File: config.mk
export PLATFORM = sky130hd
export DESIGN_NAME = sb_bus_arbiter
export DESIGN_NICKNAME = d
export VERILOG_FILES = /design/src/rtl/sb_bus_arbiter.sv
export SDC_FILE = /design/constraint.sdc
export NUM_CORES = 1
export LEC_CHECK = 0
export ABC_AREA = 1
export BUFFER_PORTS_ARGS = -buffer_cell sky130_fd_sc_hd__buf_2
export CORE_AREA = 2 2 206 208
export CTS_CLUSTER_DIAMETER = 150
export DETAILED_ROUTE_END_ITERATION = 8
export DIE_AREA = 0 0 208 210
export PLACE_DENSITY_LB_ADDON = 0.15
export SLEW_MARGIN = 20
export SYNTH_ARGS = -nofsm -noshare
export SYNTH_HDL_FRONTEND = slang
export SYNTH_SLANG_ARGS = --single-unit
File: constraint.sdc
create_clock -name clk_i -period 2.22 [get_ports clk_i]
set_input_delay 0.222 -clock clk_i [delete_from_list [all_inputs] [get_ports clk_i]]
set_output_delay 0.222 -clock clk_i [all_outputs]
set_load 0.02 [all_outputs]
File: src/rtl/sb_bus_arbiter.sv
// sb_bus_arbiter: two-master / N-slot system bus arbiter.
// m0 (core LSU) and m1 (loader/debug) share one slave bus. Round-robin on
// conflict, writes complete in the grant cycle, reads complete one cycle
// later in RD_WAIT when the registered slave data arrives.
// Optional build macro SB_ADDR_ERR_EN: out-of-range accesses raise err_o
// and reads return 32'hDEADBEEF instead of 0.
module sb_bus_arbiter #(
  parameter int N_SLAVES = 8
) (
  input  logic                     clk_i,
  input  logic                     rst,
  input  logic                     m0_req_i,
  input  logic                     m0_we_i,
  input  logic [31:0]              m0_addr_i,
  input  logic [31:0]              m0_wdata_i,
  output logic [31:0]              m0_rdata_o,
  output logic                     m0_ready_o,
  input  logic                     m1_req_i,
  input  logic                     m1_we_i,
  input  logic [31:0]              m1_addr_i,
  input  logic [31:0]              m1_wdata_i,
  output logic [31:0]              m1_rdata_o,
  output logic                     m1_ready_o,
  output logic [N_SLAVES-1:0]      s_req_o,
  output logic                     s_we_o,
  output logic [31:0]              s_addr_o,
  output logic [31:0]              s_wdata_o,
  input  logic [32*N_SLAVES-1:0]   s_rdata_i,
  output logic                     err_o
);

`ifdef SB_ADDR_ERR_EN
  localparam logic        ERR_EN    = 1'b1;
  localparam logic [31:0] OOR_RDATA = 32'hDEAD_BEEF;
`else
  localparam logic        ERR_EN    = 1'b0;
  localparam logic [31:0] OOR_RDATA = 32'h0;
`endif

  // 9-bit slot count so N_SLAVES = 256 compares correctly against 8-bit sel
  localparam logic [8:0] N_SLV = 9'(N_SLAVES);

  typedef enum logic {IDLE, RD_WAIT} state_t;

  state_t      state_q, state_d;
  logic        last_gnt_q, last_gnt_d;   // 1 = m1 had the last grant
  logic        rd_owner_q, rd_owner_d;   // 1 = m1 owns the pending read
  logic [7:0]  rd_slot_q, rd_slot_d;

  logic        gnt_m0, gnt_m1;
  logic        g_we;
  logic [31:0] g_addr, g_wdata;
  logic [7:0]  g_sel;
  logic        g_in_range, rd_in_range;
  logic [31:0] rd_mux, rd_data;

  // Read-data mux over the registered slot; stays 0 when the slot is unmapped
  always_comb begin
    rd_mux = 32'h0;
    for (int k = 0; k < N_SLAVES; k++)
      if (rd_slot_q == 8'(k)) rd_mux = s_rdata_i[32*k +: 32];
  end

  // Arbitration, slave-side drive and master completion
  always_comb begin
    state_d    = state_q;
    last_gnt_d = last_gnt_q;
    rd_owner_d = rd_owner_q;
    rd_slot_d  = rd_slot_q;
    s_req_o    = '0;
    s_we_o     = 1'b0;
    s_addr_o   = 32'h0;
    s_wdata_o  = 32'h0;
    m0_ready_o = 1'b0;
    m1_ready_o = 1'b0;
    m0_rdata_o = 32'h0;
    m1_rdata_o = 32'h0;
    err_o      = 1'b0;
    rd_data    = 32'h0;

    // m1 wins when alone, or on conflict when m0 had the last grant
    gnt_m1 = m1_req_i & (~m0_req_i | ~last_gnt_q);
    gnt_m0 = m0_req_i & ~gnt_m1;

    g_we        = gnt_m1 ? m1_we_i    : m0_we_i;
    g_addr      = gnt_m1 ? m1_addr_i  : m0_addr_i;
    g_wdata     = gnt_m1 ? m1_wdata_i : m0_wdata_i;
    g_sel       = g_addr[31:24];
    g_in_range  = {1'b0, g_sel} < N_SLV;
    rd_in_range = {1'b0, rd_slot_q} < N_SLV;

    case (state_q)
      IDLE: begin
        if (gnt_m0 | gnt_m1) begin
          last_gnt_d = gnt_m1;
          s_we_o     = g_we;
          s_addr_o   = {8'h00, g_addr[23:0]};
          s_wdata_o  = g_wdata;
          // Unmapped sel matches no k, so out-of-range requests go nowhere
          for (int k = 0; k < N_SLAVES; k++)
            s_req_o[k] = (g_sel == 8'(k));
          if (g_we) begin
            m0_ready_o = gnt_m0;
            m1_ready_o = gnt_m1;
            err_o      = ERR_EN & ~g_in_range;
          end else begin
            state_d    = RD_WAIT;
            rd_owner_d = gnt_m1;
            rd_slot_d  = g_sel;
          end
        end
      end
      RD_WAIT: begin
        state_d = IDLE;
        rd_data = rd_in_range ? rd_mux : OOR_RDATA;
        err_o   = ERR_EN & ~rd_in_range;
        if (rd_owner_q) begin
          m1_ready_o = 1'b1;
          m1_rdata_o = rd_data;
        end else begin
          m0_ready_o = 1'b1;
          m0_rdata_o = rd_data;
        end
      end
      default: state_d = IDLE;
    endcase

    // Reset silences every output, including any in-flight read completion
    if (rst) begin
      s_req_o    = '0;
      s_we_o     = 1'b0;
      s_addr_o   = 32'h0;
      s_wdata_o  = 32'h0;
      m0_ready_o = 1'b0;
      m1_ready_o = 1'b0;
      m0_rdata_o = 32'h0;
      m1_rdata_o = 32'h0;
      err_o      = 1'b0;
    end
  end

  // State, round-robin pointer and pending-read bookkeeping
  always_ff @(posedge clk_i) begin
    if (rst) begin
      state_q    <= IDLE;
      last_gnt_q <= 1'b1;
      rd_owner_q <= 1'b0;
      rd_slot_q  <= 8'h0;
    end else begin
      state_q    <= state_d;
      last_gnt_q <= last_gnt_d;
      rd_owner_q <= rd_owner_d;
      rd_slot_q  <= rd_slot_d;
    end
  end

endmodule

After elaboration in Yosys (flattened, before gate mapping)
Cells that the tools add are included.
{"block": "totals", "regBits": 11, "inputBits": 390, "output_inout_bits": 140, "wordCells": 75}
{"block": "op_classes", "magnitude_cmp": 1, "eq_ne": 14, "muxes": 43, "bitwise": 9, "n_reduce_logical": 4}
{"cell": "2-to-1 mux 32 bit", "n": 21}
{"cell": "== test 8 x 3 -> 1 bit (second input constant)", "n": 8}
{"cell": "2-to-1 mux 24 bit", "n": 2}
{"cell": "== test 8 x 2 -> 1 bit (second input constant)", "n": 4}
{"cell": "2-to-1 mux 8 bit", "n": 3}
{"cell": "== test 8 x 1 -> 1 bit (second input constant)", "n": 2}
{"cell": "logical NOT 8 bit", "n": 2}
{"cell": "2-to-1 mux 1 bit", "n": 14}
{"cell": "less-than comparator 8 x 4 -> 1 bit (second input constant)", "n": 1}
{"cell": "case mux 1 bit (2 select lines)", "n": 3}
{"cell": "NOT 1 bit", "n": 5}
{"cell": "AND reduction 3 bit", "n": 1}
{"cell": "bitwise AND 1 bit", "n": 2}
{"cell": "OR 1 bit", "n": 2}
{"cell": "AND reduction 2 bit", "n": 1}

Logic depth before layout (Yosys ltp)
{"block": "depth", "depth_word": 13, "depth_mapped": 13, "ltp_nobuf": 13}

Least setup slack after synthesis
OpenSTA, ideal clock, no wires.
{"block": "synth_timing", "kind": "register -> output", "from": "reg last_gnt_q", "to": "out s_addr_o[0]", "arrival_ps": 1681, "t_required_ps": 1998, "path_slack_ps": 317, "path_stages_with_launch": 8, "n_path_buf": 3, "path_cell_list": "dfxtp_1 nand2_1 nand2_1 buf_2 buf_2 clkbuf_1 nor2_1 nor3_1"}
{"block": "synth_between", "elab_chain_cells": 9, "elab_cells_between_ends": 10, "classes_between": "mux: 4; bitwise: 6"}
{"item": "start: declaration", "line_no": "46", "source": "logic last_gnt_q, last_gnt_d;"}
{"item": "start signal: assignment", "line_no": "151", "source": "last_gnt_q <= last_gnt_d;"}
{"item": "NOT 1 bit (*)", "line_no": "82", "source": "gnt_m1 = m1_req_i & (~m0_req_i | ~last_gnt_q);"}
{"item": "OR 1 bit (*)", "line_no": "82"}
{"item": "bitwise AND 1 bit (*)", "line_no": "82"}
{"item": "NOT 1 bit", "line_no": "83", "source": "gnt_m0 = m0_req_i & ~gnt_m1;"}
{"item": "bitwise AND 1 bit", "line_no": "83"}
{"item": "OR 1 bit", "line_no": "94", "source": "if (gnt_m0 | gnt_m1) begin"}
{"item": "2-to-1 mux 24 bit (*)", "line_no": "94"}
{"item": "2-to-1 mux 24 bit (*)", "line_no": "92", "source": "case (state_q)"}
{"item": "2-to-1 mux 32 bit (*)", "line_no": "129", "source": "if (rst) begin"}
{"item": "end: declaration", "line_no": "26", "source": "output logic [31:0] s_addr_o,"}
Mark *: on every way between the ends. The rest lies on a longest branch, timed or not.

Final worst setup path
{"block": "layout_timing", "from": "reg rd_slot_q[6]", "to": "out m1_rdata_o[27]"}
{"block": "layout_between", "elab_chain_cells": 13, "elab_cells_between_ends": 21, "classes_between": "order compare: 1; eq/ne: 7; mux: 12; reduce/logical: 1"}
{"item": "start: declaration", "line_no": "48", "source": "logic [7:0] rd_slot_q, rd_slot_d;"}
{"item": "start signal: assignment", "line_no": "153", "source": "rd_slot_q <= rd_slot_d;"}
{"item": "logical NOT 8 bit", "line_no": "61", "source": "if (rd_slot_q == 8'(k)) rd_mux = s_rdata_i[32*k +: 32];"}
{"item": "2-to-1 mux 32 bit (8 in series)", "line_no": "61"}
{"item": "2-to-1 mux 32 bit (*)", "line_no": "115", "source": "rd_data = rd_in_range ? rd_mux : OOR_RDATA;"}
{"item": "2-to-1 mux 32 bit (*)", "line_no": "117", "source": "if (rd_owner_q) begin"}
{"item": "2-to-1 mux 32 bit (*)", "line_no": "92"}
{"item": "2-to-1 mux 32 bit (*)", "line_no": "129"}
{"item": "end: declaration", "line_no": "22", "source": "output logic [31:0] m1_rdata_o,"}
Marks and branches as above.

==> results by group <==
Hold path
  • Hold Path Class: in2reg
  • Hold depth: 3
  • Worst Hold End: last_gnt_q
  • Hold path start: rst

Routing
  • DRC viols: 0
  • Initial DRC count: about 360
  • Routed wire per std cell: approximately 19 um
  • Total number of vias: 7689
  • Final wirelength: roughly 36 mm
  • Antenna-violating nets left: 0
  • First-pass DRT Iterations: 5
  • Vias/cell: 4.04

Yosys
  • Cells after Synth: approximately 840
  • Post-synthesis average cell area: 4.64 sq um
  • Sequential share of the synthesized area: 0.0566
  • Synth Cell Area: a little under 0.004 sq mm
  • Yosys cell types: 28
  • Yosys reg bits: 11
  • Synth warn: 0

Clocking
  • Clk sinks: 11
  • CTS root buf: clkbuf_16
  • Latest clock arrival within the worst-skew pair: between 0.2 and 0.25 ns
  • Max clock buf depth: 2
  • Htree depth: 1
  • CTS tree: built
  • Hold_buf cts: 0
  • TritonCTS buffer count: 3
  • Clock transition at path regs: 0.05 ns

Final layout
  • Finished Cell Area: ~0.0084 sq mm
  • Non-filler cells in the finished layout: around 1900
  • Area Growth Syn to Fin: 116%
  • Layout cell share with drive strength beyond 1: 0.503
  • Final core area utilization: 0.202
  • Layout fillers: about 5000
  • Final #Nets: 1752

Setup path
  • CP Max Fanout: 14
  • Largest stage delay on the critical path: a little over 0.3 ns
  • Crit path DAT: 2.07 ns
  • Worst path bufs/invs: 3
  • Startpoint types: flop
  • Largest delay share family, worst path: simple AND/OR/NAND/NOR gates
  • Origin of the critical flop-to-flop path: last_gnt_q
  • Reg2reg path depth: 10
  • WP data required: around 2 ns
  • CP cell instances: nor2_2 -> nand2_2 -> buf_12 -> nor3_4 -> buf_6 -> nand2_1 -> nand3_1 -> o21bai_1 -> nand3_1 -> nand2_1 -> nor2_1 -> buf_4
  • Crit path kind: reg2out
  • R2R Path End: rd_slot_q[3]
  • Critical Path End Type: output pin
  • Register-to-register setup slack: 0.20 ns
  • Slowest stage cell, crit path: dfxtp_2

Outcome
  • Failing checks: setup timing
  • Status: complete, but fails checks

Place
  • Placed Cells: approximately 1900
  • Worst slack, placed: roughly 0.11 ns
  • Port-buffer cells: 520
  • Placed cell areas: between 0.007 and 0.008 sq mm
  • Routability Congestion: roughly 0.87
  • HPWL Detailed: approximately 30 mm

Global route
  • Vias in the first global route: 7963
  • Initial antenna violation count: 5
  • Total global-route track usage: 0.156
  • Global-route wire length before repair: roughly 50 mm
  • Global route overflow: 0
  • Pin count of the biggest net entering global routing: 59

Timing
  • Final-report hold violation count: 0
  • Final setup margin: -0.0723 ns
  • Count of pins over their slew limit: 0
  • Final setup vio count: 46
  • Tmin final: between 2 and 2.5 ns
  • Peak Freq: between 400 and 500 MHz
  • Clock Skews: 0.00735 ns
  • Final hold slack: 0.252 ns
  • RSZ-0062 raised after global routing: true
  • Tcrit/Tclk final: 1.03

Power
  • Static leakage: approximately 4.4 nW
  • Pwr dens: about 310 mW/mm^2
  • VDD IR max: 190 uV

Floorplanning
  • Starting Density: 0.0939
  • I/O Pins: 530
  • Core Rows: 75
  • Die Span X: 208 um
  • CORE AREA: about 0.041 sq mm
  • Die area: ~0.044 sq mm
  • Die height: about 210 um

Flow run
  • Max Cap Viol: 0
==> per-stage QoR <==
| stage | power [W] | setup TNS, ns |
|---|---|---|
| 6_report | 0.00263 | -1.14 |
| 5_1_grt | 0.00284 | -9.35 |
| 4_1_cts | 0.00260 | -1.41 |
| 3_5_place_dp | 0.00212 | 0 |
| 3_3_place_gp | 0.00212 | 0 |
| 2_1_floorplan | 0.00117 | 0 |
==> registers in the layout (all words and copies together) (netlist names) <==
name,cells
rd_owner_q,1
state_q,1
last_gnt_q,1
rd_slot_q,8
==> worst min-delay path, cell delays in order <==
cell	delay, ns
buf_2	0.12
a21oi_1	0.05
o21ai_0	0.07
==> worst max path at each step <==
stage	startpoint	end	slack [ns]	cells past startpoint
2_1_floorplan	last_gnt_q	s_addr_o[0]	0.32	7
3_3_place_gp	rd_slot_q[6]	m1_rdata_o[0]	0.12	10
3_5_place_dp	m0_req_i	s_wdata_o[21]	0.11	10
4_1_cts	rd_slot_q[4]	m1_rdata_o[27]	-0.07	13
5_1_grt	rd_slot_q[6]	m1_rdata_o[27]	-0.22	12
6_report	rd_slot_q[6]	m1_rdata_o[27]	-0.07	12
==> power by group <==
part | internal (W) | switching [W] | leakage (nW) | total, W
sequential | 0.000224 | 0.0000237 | 0.0921 | 0.000247
clock | 0.000242 | 0.0000955 | 0.0382 | 0.000337
combinational | 0.000809 | 0.00124 | 4.29 | 0.00205
==> cells by family after synthesis <==
family | Yosys count | share of synthesized area
AOI/OAI and AO/OA | 80 | 0.112
buffers and inverters | 107 | 0.128
DFF | 11 | 0.0566
other | 1 | 0.000963
and+or+nand+nor | 640 | 0.703
==> cells in the mapped netlist <==
| cell type | count | area [sq um] |
|---|---|---|
| buf_1 | 7 | 26.3 |
| or2_0 | 10 | 62.6 |
| nor2_1 | 253 | 950 |
| o41ai_1 | 1 | 8.76 |
| nor2_2 | 5 | 31.3 |
| or2_2 | 11 | 68.8 |
| inv_1 | 35 | 131 |
| dfxtp_1 | 11 | 220 |
| nand2_1 | 186 | 698 |
| clkbuf_1 | 18 | 67.6 |
| nand4_1 | 22 | 138 |
| buf_4 | 14 | 105 |
| nand3_1 | 90 | 450 |
| o21ai_0 | 16 | 80.1 |
| buf_6 | 1 | 11.3 |
| o21bai_1 | 12 | 90.1 |
| clkinv_2 | 1 | 5.00 |
| a21oi_1 | 40 | 200 |
| nand3_2 | 1 | 10.0 |
| nor2_4 | 1 | 11.3 |
| nand2_2 | 3 | 18.8 |
| nor3_1 | 57 | 285 |
| nor4_2 | 1 | 12.5 |
| inv_2 | 4 | 15.0 |
| o31ai_1 | 1 | 7.51 |
| o21ai_1 | 10 | 50.1 |
| conb_1 | 1 | 3.75 |
| buf_2 | 27 | 135 |
==> per-layer routing <==
metal	track usage	vias up	share of wire
li1	-	3745	-
met4	0.0748	0	0.042
met5	0	-	0
met1	0.155	3517	0.35
met2	0.310	391	0.54
met3	0.0298	36	0.065
==> cell type report <==
type / count / area (sq um) / area share
Antenna cell: 5 / 12.5 / 0.00149
Sequential cell: 11 / 224 / 0.0267
Tap cell: 539 / 674 / 0.0804
Multi-Input combinational cell: 729 / 3560 / 0.424
Clock buffer: 4 / 78.8 / 0.00939
Inverter: 40 / 173 / 0.0206
Timing Repair Buffer: 577 / 3670 / 0.437
==> layout by cell type (no fill, tap or decap), types with 3 or more instances in the layout <==
| cell | count |
|---|---|
| dfxtp_2 | 3 |
| a21oi_1 | 37 |
| nand2_1 | 169 |
| o21ai_1 | 9 |
| nor3_1 | 49 |
| o21ai_2 | 9 |
| nor2_1 | 226 |
| clkbuf_16 | 6 |
| nor2_2 | 21 |
| o21ai_0 | 8 |
| dfxtp_1 | 8 |
| buf_16 | 3 |
| or2_2 | 8 |
| nand2_4 | 4 |
| inv_1 | 33 |
| buf_2 | 451 |
| conb_1 | 9 |
| nand3_2 | 8 |
| o21bai_1 | 12 |
| nand2_2 | 16 |
| nand3_1 | 81 |
| nor2_4 | 12 |
| nand4_1 | 22 |
| a21oi_2 | 3 |
| diode_2 | 5 |
| nor3_2 | 7 |
| inv_2 | 3 |
| or2_4 | 3 |
| buf_4 | 81 |
| buf_12 | 19 |
| buf_6 | 18 |
| or2_0 | 8 |
==> timing repair <==
action | 4_1_cts | 5_1_grt
setup endpoints to repair | 68 | 92
pin swaps | 15 | 10
cloned | 6 | 3
hold endpoints to repair | 0 | 0
resized for setup | 128 | 75
setup buffers | 5 | 1
No activity file was read; power rests on OpenSTA's default activity.
